## config.mk

```make
export PLATFORM = sky130hd
export DESIGN_NAME = wb_multi_master_flat
export DESIGN_NICKNAME = d
export VERILOG_FILES = /design/src/rtl/wb_multi_master_if.sv /design/src/rtl/wb_multi_master.sv /design/src/flat_wrapper.sv
export SDC_FILE = /design/constraint.sdc
export NUM_CORES = 1
export LEC_CHECK = 0
export CAP_MARGIN = 20
export CORE_ASPECT_RATIO = 2
export CORE_MARGIN = 3
export CORE_UTILIZATION = 48
export CTS_BUF_LIST = sky130_fd_sc_hd__clkbuf_16
export DETAILED_ROUTE_END_ITERATION = 10
export GPL_ROUTABILITY_DRIVEN = 1
export PLACE_DENSITY = 0.78
export SYNTH_ARGS = -nofsm -noshare
export SYNTH_HDL_FRONTEND = slang
export SYNTH_SLANG_ARGS = --single-unit
```

## constraint.sdc

```tcl
create_clock -name wb_clk -period 2.6 [get_ports wb_clk]
set_clock_uncertainty 0.2 [all_clocks]
set_input_delay 0.65 -clock wb_clk [delete_from_list [all_inputs] [get_ports wb_clk]]
set_output_delay 0.65 -clock wb_clk [all_outputs]
set_load 0.01 [all_outputs]
```

## src/rtl/wb_multi_master_if.sv

```systemverilog
// Wishbone B3 classic bus bundle shared by the multi-port master and its slave.
// The master modport drives the request side; the slave modport answers it.
interface wb_multi_master_if #(
    parameter int AW = 32,
    parameter int DW = 32
);
    logic [AW-1:0]   wb_adr_o;
    logic [DW-1:0]   wb_dat_o;
    logic [DW/8-1:0] wb_sel_o;
    logic            wb_we_o;
    logic            wb_cyc_o;
    logic            wb_stb_o;
    logic [DW-1:0]   wb_dat_i;
    logic            wb_ack_i;
    logic            wb_err_i;

    modport master (
        output wb_adr_o, wb_dat_o, wb_sel_o, wb_we_o, wb_cyc_o, wb_stb_o,
        input  wb_dat_i, wb_ack_i, wb_err_i
    );

    modport slave (
        input  wb_adr_o, wb_dat_o, wb_sel_o, wb_we_o, wb_cyc_o, wb_stb_o,
        output wb_dat_i, wb_ack_i, wb_err_i
    );
endinterface

```

## src/rtl/wb_multi_master.sv

```systemverilog
// Multi-port Wishbone B3 classic master. Each port posts a one-cycle start
// pulse; the request is latched per port, arbitrated round-robin, and issued
// as a single-transfer bus cycle with optional ack/err timeout.
module wb_multi_master #(
    parameter int NUM_PORTS = 2,
    parameter int AW        = 32,
    parameter int DW        = 32,
    parameter int TIMEOUT   = 255
) (
    input  logic                      wb_clk,
    input  logic                      wb_rst_n,
    input  logic [NUM_PORTS-1:0]      port_start,
    input  logic [NUM_PORTS*AW-1:0]   port_address,
    input  logic [NUM_PORTS*DW/8-1:0] port_selection,
    input  logic [NUM_PORTS-1:0]      port_write,
    input  logic [NUM_PORTS*DW-1:0]   port_data_wr,
    output logic [NUM_PORTS-1:0]      port_active,
    output logic [NUM_PORTS-1:0]      port_done,
    output logic [NUM_PORTS-1:0]      port_err,
    output logic [NUM_PORTS*DW-1:0]   port_data_rd,
    wb_multi_master_if.master         wb
);

    localparam int SW = DW / 8;
    localparam int PW = (NUM_PORTS > 1) ? $clog2(NUM_PORTS) : 1;
    localparam int CW = (TIMEOUT > 1) ? $clog2(TIMEOUT) : 1;
    localparam logic [CW-1:0] TO_LAST = (TIMEOUT > 0) ? CW'(TIMEOUT - 1) : '0;
    localparam logic [PW-1:0] LAST_PORT = PW'(NUM_PORTS - 1);

    typedef enum logic [1:0] {
        ST_IDLE,
        ST_BUS,
        ST_DONE
    } state_t;

    state_t                r_state;
    logic [NUM_PORTS-1:0]  r_active;
    logic [NUM_PORTS-1:0]  r_done;
    logic [NUM_PORTS-1:0]  r_err;
    logic [NUM_PORTS*DW-1:0] r_data_rd;
    logic [PW-1:0]         r_rr_ptr;
    logic [PW-1:0]         r_winner;
    logic [CW-1:0]         r_cnt;

    // Latched per-port request fields.
    logic [AW-1:0]         r_req_adr [NUM_PORTS];
    logic [DW-1:0]         r_req_dat [NUM_PORTS];
    logic [SW-1:0]         r_req_sel [NUM_PORTS];
    logic [NUM_PORTS-1:0]  r_req_we;

    // Registered bus outputs; stb always mirrors cyc for single transfers.
    logic [AW-1:0]         r_wb_adr;
    logic [DW-1:0]         r_wb_dat;
    logic [SW-1:0]         r_wb_sel;
    logic                  r_wb_we;
    logic                  r_wb_cyc;

    logic [NUM_PORTS-1:0]  w_accept;
    logic                  w_pick_found;
    logic [PW-1:0]         w_pick_idx;
    logic [PW-1:0]         w_next_ptr;

    // Wrap (ptr + off) into the port range.
    function automatic logic [PW-1:0] rr_index(input logic [PW-1:0] ptr, input int off);
        int idx;
        idx = int'(ptr) + off;
        if (idx >= NUM_PORTS) idx -= NUM_PORTS;
        return PW'(idx);
    endfunction

    // A start is taken only from a port that has nothing outstanding.
    assign w_accept = port_start & ~r_active;

    // Round-robin search over pending ports starting at the RR pointer.
    always_comb begin
        // NOTE: every variable gets a default first so no path leaves it
        // unassigned, which would otherwise infer a latch.
        w_pick_found = 1'b0;
        w_pick_idx   = '0;
        // Walk from the farthest offset down so the nearest pending port wins.
        for (int off = NUM_PORTS - 1; off >= 0; off--) begin
            if (r_active[rr_index(r_rr_ptr, off)]) begin
                w_pick_found = 1'b1;
                w_pick_idx   = rr_index(r_rr_ptr, off);
            end
        end
        w_next_ptr = (w_pick_idx == LAST_PORT) ? '0 : w_pick_idx + 1'b1;
    end

    // Capture each port's request fields when its start is accepted.
    always_ff @(posedge wb_clk or negedge wb_rst_n) begin
        if (!wb_rst_n) begin
            // NOTE: these are a handful of flops rather than a RAM, so they
            // take the reset and a grant can never put X on the bus.
            for (int i = 0; i < NUM_PORTS; i++) begin
                r_req_adr[i] <= '0;
                r_req_dat[i] <= '0;
                r_req_sel[i] <= '0;
            end
            r_req_we <= '0;
        end else begin
            for (int i = 0; i < NUM_PORTS; i++) begin
                if (w_accept[i]) begin
                    r_req_adr[i] <= port_address[i*AW +: AW];
                    r_req_dat[i] <= port_data_wr[i*DW +: DW];
                    r_req_sel[i] <= port_selection[i*SW +: SW];
                    r_req_we[i]  <= port_write[i];
                end
            end
        end
    end

    // Control FSM: grant in IDLE, hold the cycle in BUS, pulse done in DONE.
    always_ff @(posedge wb_clk or negedge wb_rst_n) begin
        if (!wb_rst_n) begin
            r_state   <= ST_IDLE;
            r_active  <= '0;
            r_done    <= '0;
            r_err     <= '0;
            r_data_rd <= '0;
            r_rr_ptr  <= '0;
            r_winner  <= '0;
            r_cnt     <= '0;
            r_wb_adr  <= '0;
            r_wb_dat  <= '0;
            r_wb_sel  <= '0;
            r_wb_we   <= 1'b0;
            r_wb_cyc  <= 1'b0;
        end else begin
            // NOTE: non-blocking assignments throughout, so every branch below
            // reads the pre-edge r_active/r_winner and later writes override
            // earlier defaults without ordering hazards.
            r_active <= r_active | w_accept;
            r_done   <= '0;
            r_err    <= '0;
            case (r_state)
                ST_IDLE: begin
                    if (w_pick_found) begin
                        r_winner <= w_pick_idx;
                        r_rr_ptr <= w_next_ptr;
                        r_wb_adr <= r_req_adr[w_pick_idx];
                        r_wb_dat <= r_req_dat[w_pick_idx];
                        r_wb_sel <= r_req_sel[w_pick_idx];
                        r_wb_we  <= r_req_we[w_pick_idx];
                        r_wb_cyc <= 1'b1;
                        r_cnt    <= '0;
                        r_state  <= ST_BUS;
                    end
                end
                ST_BUS: begin
                    r_cnt <= r_cnt + 1'b1;
                    if (wb.wb_err_i) begin
                        // Error wins over a simultaneous ack; read data is kept.
                        r_wb_cyc           <= 1'b0;
                        r_wb_we            <= 1'b0;
                        r_done[r_winner]   <= 1'b1;
                        r_err[r_winner]    <= 1'b1;
                        r_state            <= ST_DONE;
                    end else if (wb.wb_ack_i) begin
                        if (!r_wb_we) begin
                            r_data_rd[r_winner*DW +: DW] <= wb.wb_dat_i;
                        end
                        r_wb_cyc           <= 1'b0;
                        r_wb_we            <= 1'b0;
                        r_done[r_winner]   <= 1'b1;
                        r_state            <= ST_DONE;
                    end else if (TIMEOUT != 0 && r_cnt == TO_LAST) begin
                        r_wb_cyc           <= 1'b0;
                        r_wb_we            <= 1'b0;
                        r_done[r_winner]   <= 1'b1;
                        r_err[r_winner]    <= 1'b1;
                        r_state            <= ST_DONE;
                    end
                end
                ST_DONE: begin
                    // The winner was active, so it cannot be re-accepted here.
                    r_active[r_winner] <= 1'b0;
                    r_state            <= ST_IDLE;
                end
                default: begin
                    r_wb_cyc <= 1'b0;
                    r_wb_we  <= 1'b0;
                    r_state  <= ST_IDLE;
                end
            endcase
        end
    end

    assign port_active  = r_active;
    assign port_done    = r_done;
    assign port_err     = r_err;
    assign port_data_rd = r_data_rd;

    assign wb.wb_adr_o = r_wb_adr;
    assign wb.wb_dat_o = r_wb_dat;
    assign wb.wb_sel_o = r_wb_sel;
    assign wb.wb_we_o  = r_wb_we;
    assign wb.wb_cyc_o = r_wb_cyc;
    assign wb.wb_stb_o = r_wb_cyc;

endmodule

```

## src/flat_wrapper.sv

```systemverilog
// flat-port wrapper written by rule: the top's interface ports become plain ports
module wb_multi_master_flat 
#(
    parameter int NUM_PORTS = 2,
    parameter int AW        = 32,
    parameter int DW        = 32,
    parameter int TIMEOUT   = 255
)
  (wb_clk, wb_rst_n, port_start, port_address, port_selection, port_write, port_data_wr, port_active, port_done, port_err, port_data_rd, wb_wb_adr_o, wb_wb_dat_o, wb_wb_sel_o, wb_wb_we_o, wb_wb_cyc_o, wb_wb_stb_o, wb_wb_dat_i, wb_wb_ack_i, wb_wb_err_i);
  wb_multi_master_if #(.AW(AW), .DW(DW)) wb_i ();
  input  logic wb_clk;
  input  logic wb_rst_n;
  input  logic [NUM_PORTS-1:0] port_start;
  input  logic [NUM_PORTS*AW-1:0] port_address;
  input  logic [NUM_PORTS*DW/8-1:0] port_selection;
  input  logic [NUM_PORTS-1:0] port_write;
  input  logic [NUM_PORTS*DW-1:0] port_data_wr;
  output logic [NUM_PORTS-1:0] port_active;
  output logic [NUM_PORTS-1:0] port_done;
  output logic [NUM_PORTS-1:0] port_err;
  output logic [NUM_PORTS*DW-1:0] port_data_rd;
  output wire logic [$bits(wb_i.wb_adr_o)-1:0] wb_wb_adr_o;
  output wire logic [$bits(wb_i.wb_dat_o)-1:0] wb_wb_dat_o;
  output wire logic [$bits(wb_i.wb_sel_o)-1:0] wb_wb_sel_o;
  output wire logic [$bits(wb_i.wb_we_o)-1:0] wb_wb_we_o;
  output wire logic [$bits(wb_i.wb_cyc_o)-1:0] wb_wb_cyc_o;
  output wire logic [$bits(wb_i.wb_stb_o)-1:0] wb_wb_stb_o;
  input wire logic [$bits(wb_i.wb_dat_i)-1:0] wb_wb_dat_i;
  input wire logic [$bits(wb_i.wb_ack_i)-1:0] wb_wb_ack_i;
  input wire logic [$bits(wb_i.wb_err_i)-1:0] wb_wb_err_i;
  assign wb_wb_adr_o = wb_i.wb_adr_o;
  assign wb_wb_dat_o = wb_i.wb_dat_o;
  assign wb_wb_sel_o = wb_i.wb_sel_o;
  assign wb_wb_we_o = wb_i.wb_we_o;
  assign wb_wb_cyc_o = wb_i.wb_cyc_o;
  assign wb_wb_stb_o = wb_i.wb_stb_o;
  assign wb_i.wb_dat_i = wb_wb_dat_i;
  assign wb_i.wb_ack_i = wb_wb_ack_i;
  assign wb_i.wb_err_i = wb_wb_err_i;
  wb_multi_master #(.NUM_PORTS(NUM_PORTS), .AW(AW), .DW(DW), .TIMEOUT(TIMEOUT)) u_core (.wb_clk(wb_clk), .wb_rst_n(wb_rst_n), .port_start(port_start), .port_address(port_address), .port_selection(port_selection), .port_write(port_write), .port_data_wr(port_data_wr), .port_active(port_active), .port_done(port_done), .port_err(port_err), .port_data_rd(port_data_rd), .wb(wb_i));
endmodule
```

# After elaboration in Yosys (flattened, before gate mapping)

Index checks and enable logic that the tools add are counted.

Bits in registers: 290
Bits of input ports: 176
Output and inout bits: 141

Shifts and indexed selects: 2
Equality and inequality tests: 5
Reduce and logical (&&, ||, !) cells: 8
Bitwise logic cells: 9
$lt $le $gt $ge: 8
Add/subtract/negate cells: 6
Multiplexer cells: 47

Operators with widths:

| operator                 | number |
|---|---|
| $mux 32                  | 6 |
| $bwmux 64                | 1 |
| $shift 32x34->64 const A | 1 |
| $shiftx 32x34->64        | 1 |
| $neg 6->34               | 1 |
| $mux 2                   | 12 |
| $mux 1                   | 19 |
| $pmux 8 s2               | 1 |
| $mux 4                   | 3 |
| $add 8x1->8 const B      | 1 |
| $eq 8x8->1 const B       | 1 |
| $lt 1x2->1 const B       | 4 |
| $mux 8                   | 1 |
| $pmux 1 s3               | 2 |
| $reduce_and 2->1         | 3 |
| $and 2x2->2              | 2 |
| $ge 2x2->1 const B       | 2 |
| $ne 4x3->1 const B       | 1 |
| $not 2->2                | 2 |
| $pmux 2 s2               | 1 |
| $reduce_and 4->1         | 1 |
| $not 1->1                | 3 |
| $reduce_and 3->1         | 1 |
| $add 1x1->2 const B      | 1 |
| other kinds (13)         | 14 |

# Logic depth before layout (Yosys ltp)

Gate-level depths: netlist of the first run.

Word-level depth: 11
Mapped depth: 7
Depth with buffers taken out: 6

# Worst setup path after synthesis of the first run

Ideal clock, no wire load.

Kind: input port to flip-flop
From: in port_start[0]
To: reg u_core.r_req_dat[56] (netlist name)
Library setup time: 0.125 ns
Slack: 0.561 ns
Arrival: 1.714 ns
Stages: 5
Path buffers: 3
Path through: nor2b_1 > clkbuf_1 > buf_2 > buf_2 > mux2_2

Longest elaborated chain between the ends: 1

Ends and longest elaborated chain:

| item                            | line                   | text |
|---|---|---|
| from (decl)                     | flat_wrapper.sv:13     | `input logic [NUM_PORTS-1:0] port_start;` |
| $and 2x2->2                     | wb_multi_master.sv:72  | `assign w_accept = port_start & ~r_active;` |
| to (signal, indexed assignment) | wb_multi_master.sv:105 | `r_req_dat[i] <= port_data_wr[i*DW +: DW];` |
| to (decl)                       | wb_multi_master.sv:47  | `logic [DW-1:0] r_req_dat [NUM_PORTS];` |

Every way passes these cells.
A chain may end at the register's enable or synchronous reset.

# Final worst setup path of the first run

From: reg u_core.r_active[1], in the netlist u_core.port_active[1]
To: out port_active[1]

RTL lines:

| item                   | line                   | text |
|---|---|---|
| from (decl)            | wb_multi_master.sv:37  | `logic [NUM_PORTS-1:0] r_active;` |
| from (signal assigned) | wb_multi_master.sv:133 | `r_active <= r_active \| w_accept;` |
| to (decl)              | flat_wrapper.sv:18     | `output logic [NUM_PORTS-1:0] port_active;` |

No word-level cell between the ends.

==> flow_metrics.env, run 1 <==
export IMPL_syn_area_um2=11280
export IMPL_clock_latency_ps=520
export IMPL_min_from="u_core.r_cnt[7]$_DFFE_PN0P_"
export IMPL_critPathKind="flip-flop to output pin"
export IMPL_tightestPinTransition_ps=842.0
export IMPL_crit_arrival_ps=1680
export IMPL_hold_path_end="u_core.r_cnt[7]$_DFFE_PN0P_"
export IMPL_nets=1252
export IMPL_finalCritPeriodShare_pct=97.14
export IMPL_max_slew_margin_pct=43.65
export IMPL_ys_seq_elements=290
export IMPL_n_fill_cell=1657
export IMPL_p_sw_mw=6.182
export IMPL_synth_commonest_cells="290 x dfrtp_1, 200 x mux2_2, 68 x a221o_1, 52 x and2_0, 25 x buf_2"
export IMPL_fin_crit_ps=2526
export IMPL_pre_cts_ws_ps=215.3
export IMPL_path_depth=1
export IMPL_core_area_um2=22930
export IMPL_antenna_found_initial=7
export IMPL_placementRows=78
export IMPL_clockBufferDepth=3
export IMPL_grt_pass1_wl_um=45380
export IMPL_fmax_ghz=0.3959
export IMPL_setup_tns_ps=0
export IMPL_drc=0
export IMPL_p_clk_share_pct=18.1
export IMPL_crit_buf_inv=1
export IMPL_vias=7573
export IMPL_tritoncts="yes"
export IMPL_clock_sinks=290
export IMPL_crit_fanout=7
export IMPL_dpl_cell_count=1326
export IMPL_p_int_mw=13.45
export IMPL_grt_max_degree=65
export IMPL_dpl_hpwl_um=20660
export IMPL_p_seq_share_pct=40.7
export IMPL_hold_viol=0
export IMPL_setup_violations=0
export IMPL_r2r_start="u_core.port_active[0]$_DFF_PN0_"
export IMPL_synth_warnings=0
export IMPL_cts_buffers_inserted=25
export IMPL_viasPerCell=5.496
export IMPL_portBuffers=316
export IMPL_whs_path_depth=1
export IMPL_grt_pass1_vias=8124
export IMPL_post_route_util_pct=68.86
export IMPL_cap_violations=0
export IMPL_slowest_stage="clkdlybuf4s50_1"
export IMPL_clkTransAtPathRegs_ps=70
export IMPL_start_util_pct=49.20
export IMPL_synth_main_ff_cell="dfrtp_1"
export IMPL_syn_inst=751
export IMPL_cp_end_kind="output pin"
export IMPL_num_io_pins=317
export IMPL_overflow=0
export IMPL_cp_startpoint="u_core.port_active[1]$_DFF_PN0_"
export IMPL_p_comb_share_pct=41.2
export IMPL_hold_class="flip-flop to flip-flop"
export IMPL_start_kind="flip-flop"
export IMPL_postRouteAntennaNets=0
export IMPL_synth_edf_count=0
export IMPL_status="complete, no violations"
export IMPL_grt_setup_unrepaired="false"
export IMPL_track_usage_pct=22.91
export IMPL_synth_most_common_cell="dfrtp_1"
export IMPL_syn2layout_area_growth_pct=39.95
export IMPL_final_layout_size_suffix_gt1_share_pct=25.02
export IMPL_leakage_nw=6.727
export IMPL_p_per_area_nw_per_um2=1243
export IMPL_gp_congestion=0.7978
export IMPL_ys_seq_area_share_pct=64.31
export IMPL_syn_nets=929
export IMPL_cts_root_buffer="clkbuf_16"
export IMPL_synth_distinct_cells=35
export IMPL_synth_async_reset_ratio_pct=100.0
export IMPL_max_vdd_ir_drop_uv=958.0
export IMPL_path_cells="clkdlybuf4s50_1"
export IMPL_routedWlPerCell_um=21.28
export IMPL_max_stage_delay_ps=660
export IMPL_die_h_um=222.8
export IMPL_netlist_area_leader_share_pct=64.31
export IMPL_finalNonFillerCells=1378
export IMPL_htreeDepth=1
export IMPL_required_ps=1750
export IMPL_drtPass1Iterations=4
export IMPL_dieArea_um2=25500
export IMPL_drtIter0Drc=413
export IMPL_yosysTopAreaCell="dfrtp_1"
export IMPL_setup_slack_ps=74.38
export IMPL_maxSlewViolCount=0
export IMPL_rr_endpoint="u_core.wb.wb_adr_o[8]$_DFFE_PN0P_"
export IMPL_r2r_slack_ps=530
export IMPL_worst_r2r_cell_count=4
export IMPL_power_mw=19.63
export IMPL_sw_frac_of_total_pct=31.49
export IMPL_dieWidth_um=114.4
export IMPL_routed_wl_um=29320
export IMPL_synth_area_per_cell_um2=15.03
export IMPL_path_delay_family="buffers and inverters"
export IMPL_yosys_top_cells_area="dfrtp_1 64%, mux2_2 20%, a221o_1 6.0%"
export IMPL_cts_setup_buffers=0
-- final cells by class --
cell class / count / area [um^2] / area share (%)
Clock inverter: 19 / 140.1 / 0.8873
Antenna cell: 7 / 17.52 / 0.1109
Tap cell: 280 / 350.3 / 2.218
Inverter: 4 / 15.01 / 0.09507
Multi-Input combinational cell: 408 / 3834 / 24.28
Timing Repair Buffer: 345 / 3551 / 22.48
Sequential cell: 290 / 7259 / 45.97
Clock buffer: 25 / 625.6 / 3.961
-- layout by cell type, fill, tap and decap left out, types with 8 or more instances in the layout --
master	n
and2_1	17
clkdlybuf4s50_1	315
dfrtp_1	288
clkbuf_16	25
mux2_2	200
buf_4	15
a221o_1	68
and2_0	52
buf_12	13
nor2_1	12
inv_1	8
-- flip-flops by register name (all words and copies together) (netlist names) --
name and count:
u_core.r_req_sel 8, u_core.r_rr_ptr 1, u_core.port_active 2, u_core.wb.wb_we_o 1
u_core.r_req_dat 64, u_core.wb.wb_sel_o 4, u_core.r_cnt 8, u_core.port_done 2
u_core.r_req_adr 64, u_core.wb.wb_adr_o 32, u_core.wb.wb_dat_o 32, u_core.r_req_we 2
u_core.r_winner 1, u_core.port_err 2, u_core.wb.wb_cyc_o 1, u_core.port_data_rd 64
u_core.r_state 2
-- worst max-delay path by stage --
stage | endpoint | slack [ps]
6_report | port_active[1] | 70
5_1_grt | port_active[1] | 40
4_1_cts | port_active[1] | 60
3_3_place_gp | u_core.port_data_rd[7]$_DFFE_PN0P_ | 250
2_1_floorplan | u_core.r_req_dat[56]$_DFFE_PN0P_ | 560
3_5_place_dp | u_core.port_data_rd[7]$_DFFE_PN0P_ | 220
-- power by group through the flow --
stage	clock network [mW]	registers, mW	logic (mW)
after floorplan	0	8.22	3.96
after global placement	0	7.94	7.96
after detailed placement	0	8.04	8.17
after CTS	3.65	7.99	8.20
after global routing	3.84	8.25	8.72
final	3.55	7.99	8.09
-- through the flow --
stage / hold WS, ps / instance area, um^2
floorplan: 154.4 / 11280
global placement: 269.5 / 15000
detailed placement: 278.8 / 15000
CTS: 288.5 / 15780
global route: 311.9 / 15790
finish: 281.6 / 15790
-- logic make-up after synthesis --
kind of cell,share of synthesized area [%]
AO/OA/AOI/OAI,7.551
adder cells (fa/ha/maj),0.2217
buffers and inverters,2.073
flip-flops,64.31
multiplexers,20.33
AND/OR/NAND/NOR,5.510
-- metal layers --
metal | wire, um | GRT usage, % | up-vias
met1 | 10260 | 25.83 | 3840
met2 | 16180 | 40.90 | 289
met5 | 0 | 0 | -
met3 | 1593 | 3.570 | 64
li1 | - | - | 3380
met4 | 1284 | 11.70 | 0
-- repair_timing --
action | in CTS | in global routing
resized for setup | 2 | 0
endpoints found under the hold margin | 56 | 0
hold buffers | 1 | 0
setup endpoints to repair | 2 | 0
No activity file was read; power rests on OpenSTA's default activity.
==> run 2: changes to the inputs <==
--- a/config.mk
+++ b/config.mk
@@ -5,6 +5,7 @@
 export SDC_FILE = /design/constraint.sdc
 export NUM_CORES = 1
 export LEC_CHECK = 0
+export ABC_CLOCK_PERIOD_IN_PS = 2810
 export CAP_MARGIN = 20
 export CORE_ASPECT_RATIO = 2
 export CORE_MARGIN = 3
==> constraint.sdc (replaced) <==
create_clock -name wb_clk -period 2.81 [get_ports wb_clk]
set_clock_uncertainty 0.2 [all_clocks]
set_input_delay 0.7025 -clock wb_clk [delete_from_list [all_inputs] [get_ports wb_clk]]
set_output_delay 0.7025 -clock wb_clk [all_outputs]
set_load 0.01 [all_outputs]
==> flow_metrics.env, run 2 (synthesis gave the netlist of run 1 again) <==
export IMPL_crit_buf_inv=1
export IMPL_gp_congestion=0.7971
export IMPL_p_per_area_nw_per_um2=1161
export IMPL_die_h_um=222.8
export IMPL_hold_class="flip-flop to flip-flop"
export IMPL_cap_violations=0
export IMPL_dieWidth_um=114.4
export IMPL_drtPass1Iterations=4
export IMPL_crit_arrival_ps=1810
export IMPL_required_ps=1910
export IMPL_whs_ps=297.1
export IMPL_tightestPinTransition_ps=942.4
export IMPL_setup_tns_ps=0
export IMPL_hold_viol=0
export IMPL_layout_common_cells="315 x clkdlybuf4s50_1, 290 x dfrtp_1, 200 x mux2_2, 68 x a221o_1, 52 x and2_0"
export IMPL_fmax_ghz=0.3681
export IMPL_grt_max_degree=61
export IMPL_cts_root_buffer="clkbuf_16"
export IMPL_drtIter0Drc=448
export IMPL_max_stage_delay_ps=700
export IMPL_slowest_stage="clkdlybuf4s50_1"
export IMPL_path_depth=1
export IMPL_routedWlPerCell_um=21.33
export IMPL_finalCritPeriodShare_pct=96.69
export IMPL_status="complete, no violations"
export IMPL_busiest_layer="met2"
export IMPL_setup_violations=0
export IMPL_leakage_nw=6.720
export IMPL_grt_pass1_vias=8152
export IMPL_critPathKind="flip-flop to output pin"
export IMPL_max_vdd_ir_drop_uv=885.9
export IMPL_r2r_start="u_core.port_active[0]$_DFF_PN0_"
export IMPL_clockBufferDepth=3
export IMPL_rr_endpoint="u_core.wb.wb_dat_o[31]$_DFFE_PN0P_"
export IMPL_nets=1250
export IMPL_dieArea_um2=25500
export IMPL_use_met3_pct=3.134
export IMPL_viasPerCell=5.499
export IMPL_fin_crit_ps=2717
export IMPL_post_route_util_pct=68.79
export IMPL_cts_buffers_inserted=25
export IMPL_max_slew_margin_pct=36.93
export IMPL_worst_r2r_cell_count=4
export IMPL_crit_end="port_active[1]"
export IMPL_dpl_hpwl_um=20300
export IMPL_portBuffers=316
export IMPL_grt_pass1_wl_um=46030
export IMPL_num_io_pins=317
export IMPL_final_layout_size_suffix_gt1_share_pct=24.95
export IMPL_globalRouteMet1Util_pct=26.28
export IMPL_drc=0
export IMPL_n_fill_cell=1638
export IMPL_path_cells="clkdlybuf4s50_1"
export IMPL_clock_latency_ps=530
export IMPL_r2r_slack_ps=560
export IMPL_postRouteAntennaNets=0
export IMPL_cp_startpoint="u_core.port_active[1]$_DFF_PN0_"
export IMPL_path_delay_family="buffers and inverters"
export IMPL_clkTransAtPathRegs_ps=70
export IMPL_dpl_cell_count=1324
export IMPL_start_util_pct=49.20
export IMPL_htreeDepth=1
export IMPL_routed_wl_um=29300
export IMPL_overflow=0
export IMPL_crit_fanout=7
export IMPL_cp_end_kind="output pin"
export IMPL_grt_setup_unrepaired="false"
export IMPL_clock_sinks=290
export IMPL_layout_commonest_cell="clkdlybuf4s50_1"
export IMPL_syn2layout_area_growth_pct=39.82
export IMPL_antenna_found_initial=4
export IMPL_core_area_um2=22930
export IMPL_maxSlewViolCount=0
export IMPL_tritoncts="yes"
export IMPL_finalNonFillerCells=1374
export IMPL_placementRows=78
export IMPL_vias=7556
export IMPL_track_usage_pct=23.14
export IMPL_start_kind="flip-flop"
export IMPL_met2_usage_pct=42.25
## run 2: cell types whose count changed in the layout (fill, tap and decap cells not counted), sizes merged
cell / change
bufinv: +2
inv: -2
diode: -3
clkinvlp: +1
buf: -2
## run 2: how the worst min path moves through the flow
| stage | from | endpoint | slack [ps] | depth (start not counted) |
|---|---|---|---|---|
| 2_1_floorplan | wb_rst_n | u_core.port_active[0]$_DFF_PN0_ | 210 | 0 |
| 3_3_place_gp | u_core.r_cnt[7]$_DFFE_PN0P_ | u_core.r_cnt[7]$_DFFE_PN0P_ | 280 | 1 |
| 3_5_place_dp | u_core.r_cnt[7]$_DFFE_PN0P_ | u_core.r_cnt[7]$_DFFE_PN0P_ | 280 | 1 |
| 4_1_cts | u_core.r_req_dat[59]$_DFFE_PN0P_ | u_core.wb.wb_dat_o[27]$_DFFE_PN0P_ | 290 | 1 |
| 5_1_grt | u_core.port_data_rd[62]$_DFFE_PN0P_ | u_core.port_data_rd[62]$_DFFE_PN0P_ | 310 | 1 |
| 6_report | u_core.r_cnt[7]$_DFFE_PN0P_ | u_core.r_cnt[7]$_DFFE_PN0P_ | 300 | 1 |
## run 2: worst register-to-register path, cell delays in order (launching register included)
cell and delay, ps:
dfrtp_1 520, o21ai_4 810, buf_4 370, and2_0 180, a221o_1 110
## run 2: stage by stage
step / power (mW) / setup WS (ps) / cell area [um^2]
floorplan: 11.26 / 718.5 / 11280
global placement: 14.64 / 419.3 / 14930
detailed placement: 14.90 / 403.5 / 14930
CTS: 18.50 / 65.31 / 15770
global route: 19.39 / 13.01 / 15780
finish: 18.31 / 93.08 / 15780
## run 2: where the power goes
group | internal (mW) | switching (mW)
clock network | 1.99 | 1.54
logic | 4.32 | 3.07
registers | 6.24 | 1.14
## run 2: area by class of cell
class / instances / area (um^2) / share of cell area [%]
repair buffers: 343 / 3486 / 22.09
flip-flops and latches: 290 / 7257 / 46.00
multi-input cells: 408 / 3834 / 24.30
diodes: 4 / 10.01 / 0.06344
clock inverters: 20 / 200.2 / 1.269
well taps: 280 / 350.3 / 2.220
inverters: 4 / 15.01 / 0.09516
clock buffers: 25 / 625.6 / 3.965
## run 2: metal layers
layer / up-vias / part of all wire [%]
li1: 3376 / -
met2: 277 / 55
met3: 56 / 5.1
met5: - / 0
met1: 3847 / 36
met4: 0 / 3.9
## run 2: repair_timing
action,4_1_cts,5_1_grt
setup buffers,0,0
endpoints found under the hold margin,51,0
gates resized for setup,0,0
hold buffers,1,0
setup endpoints to repair,0,0
==> run 3: changes to the inputs <==
--- a/config.mk
+++ b/config.mk
@@ -14,6 +14,7 @@
 export DETAILED_ROUTE_END_ITERATION = 10
 export GPL_ROUTABILITY_DRIVEN = 1
 export PLACE_DENSITY = 0.78
+export SKIP_CTS_REPAIR_TIMING = 1
 export SYNTH_ARGS = -nofsm -noshare
 export SYNTH_HDL_FRONTEND = slang
 export SYNTH_SLANG_ARGS = --single-unit
==> results of run 3 <==
Same layout as run 2: the final DEF is identical, and so are final timing and power.
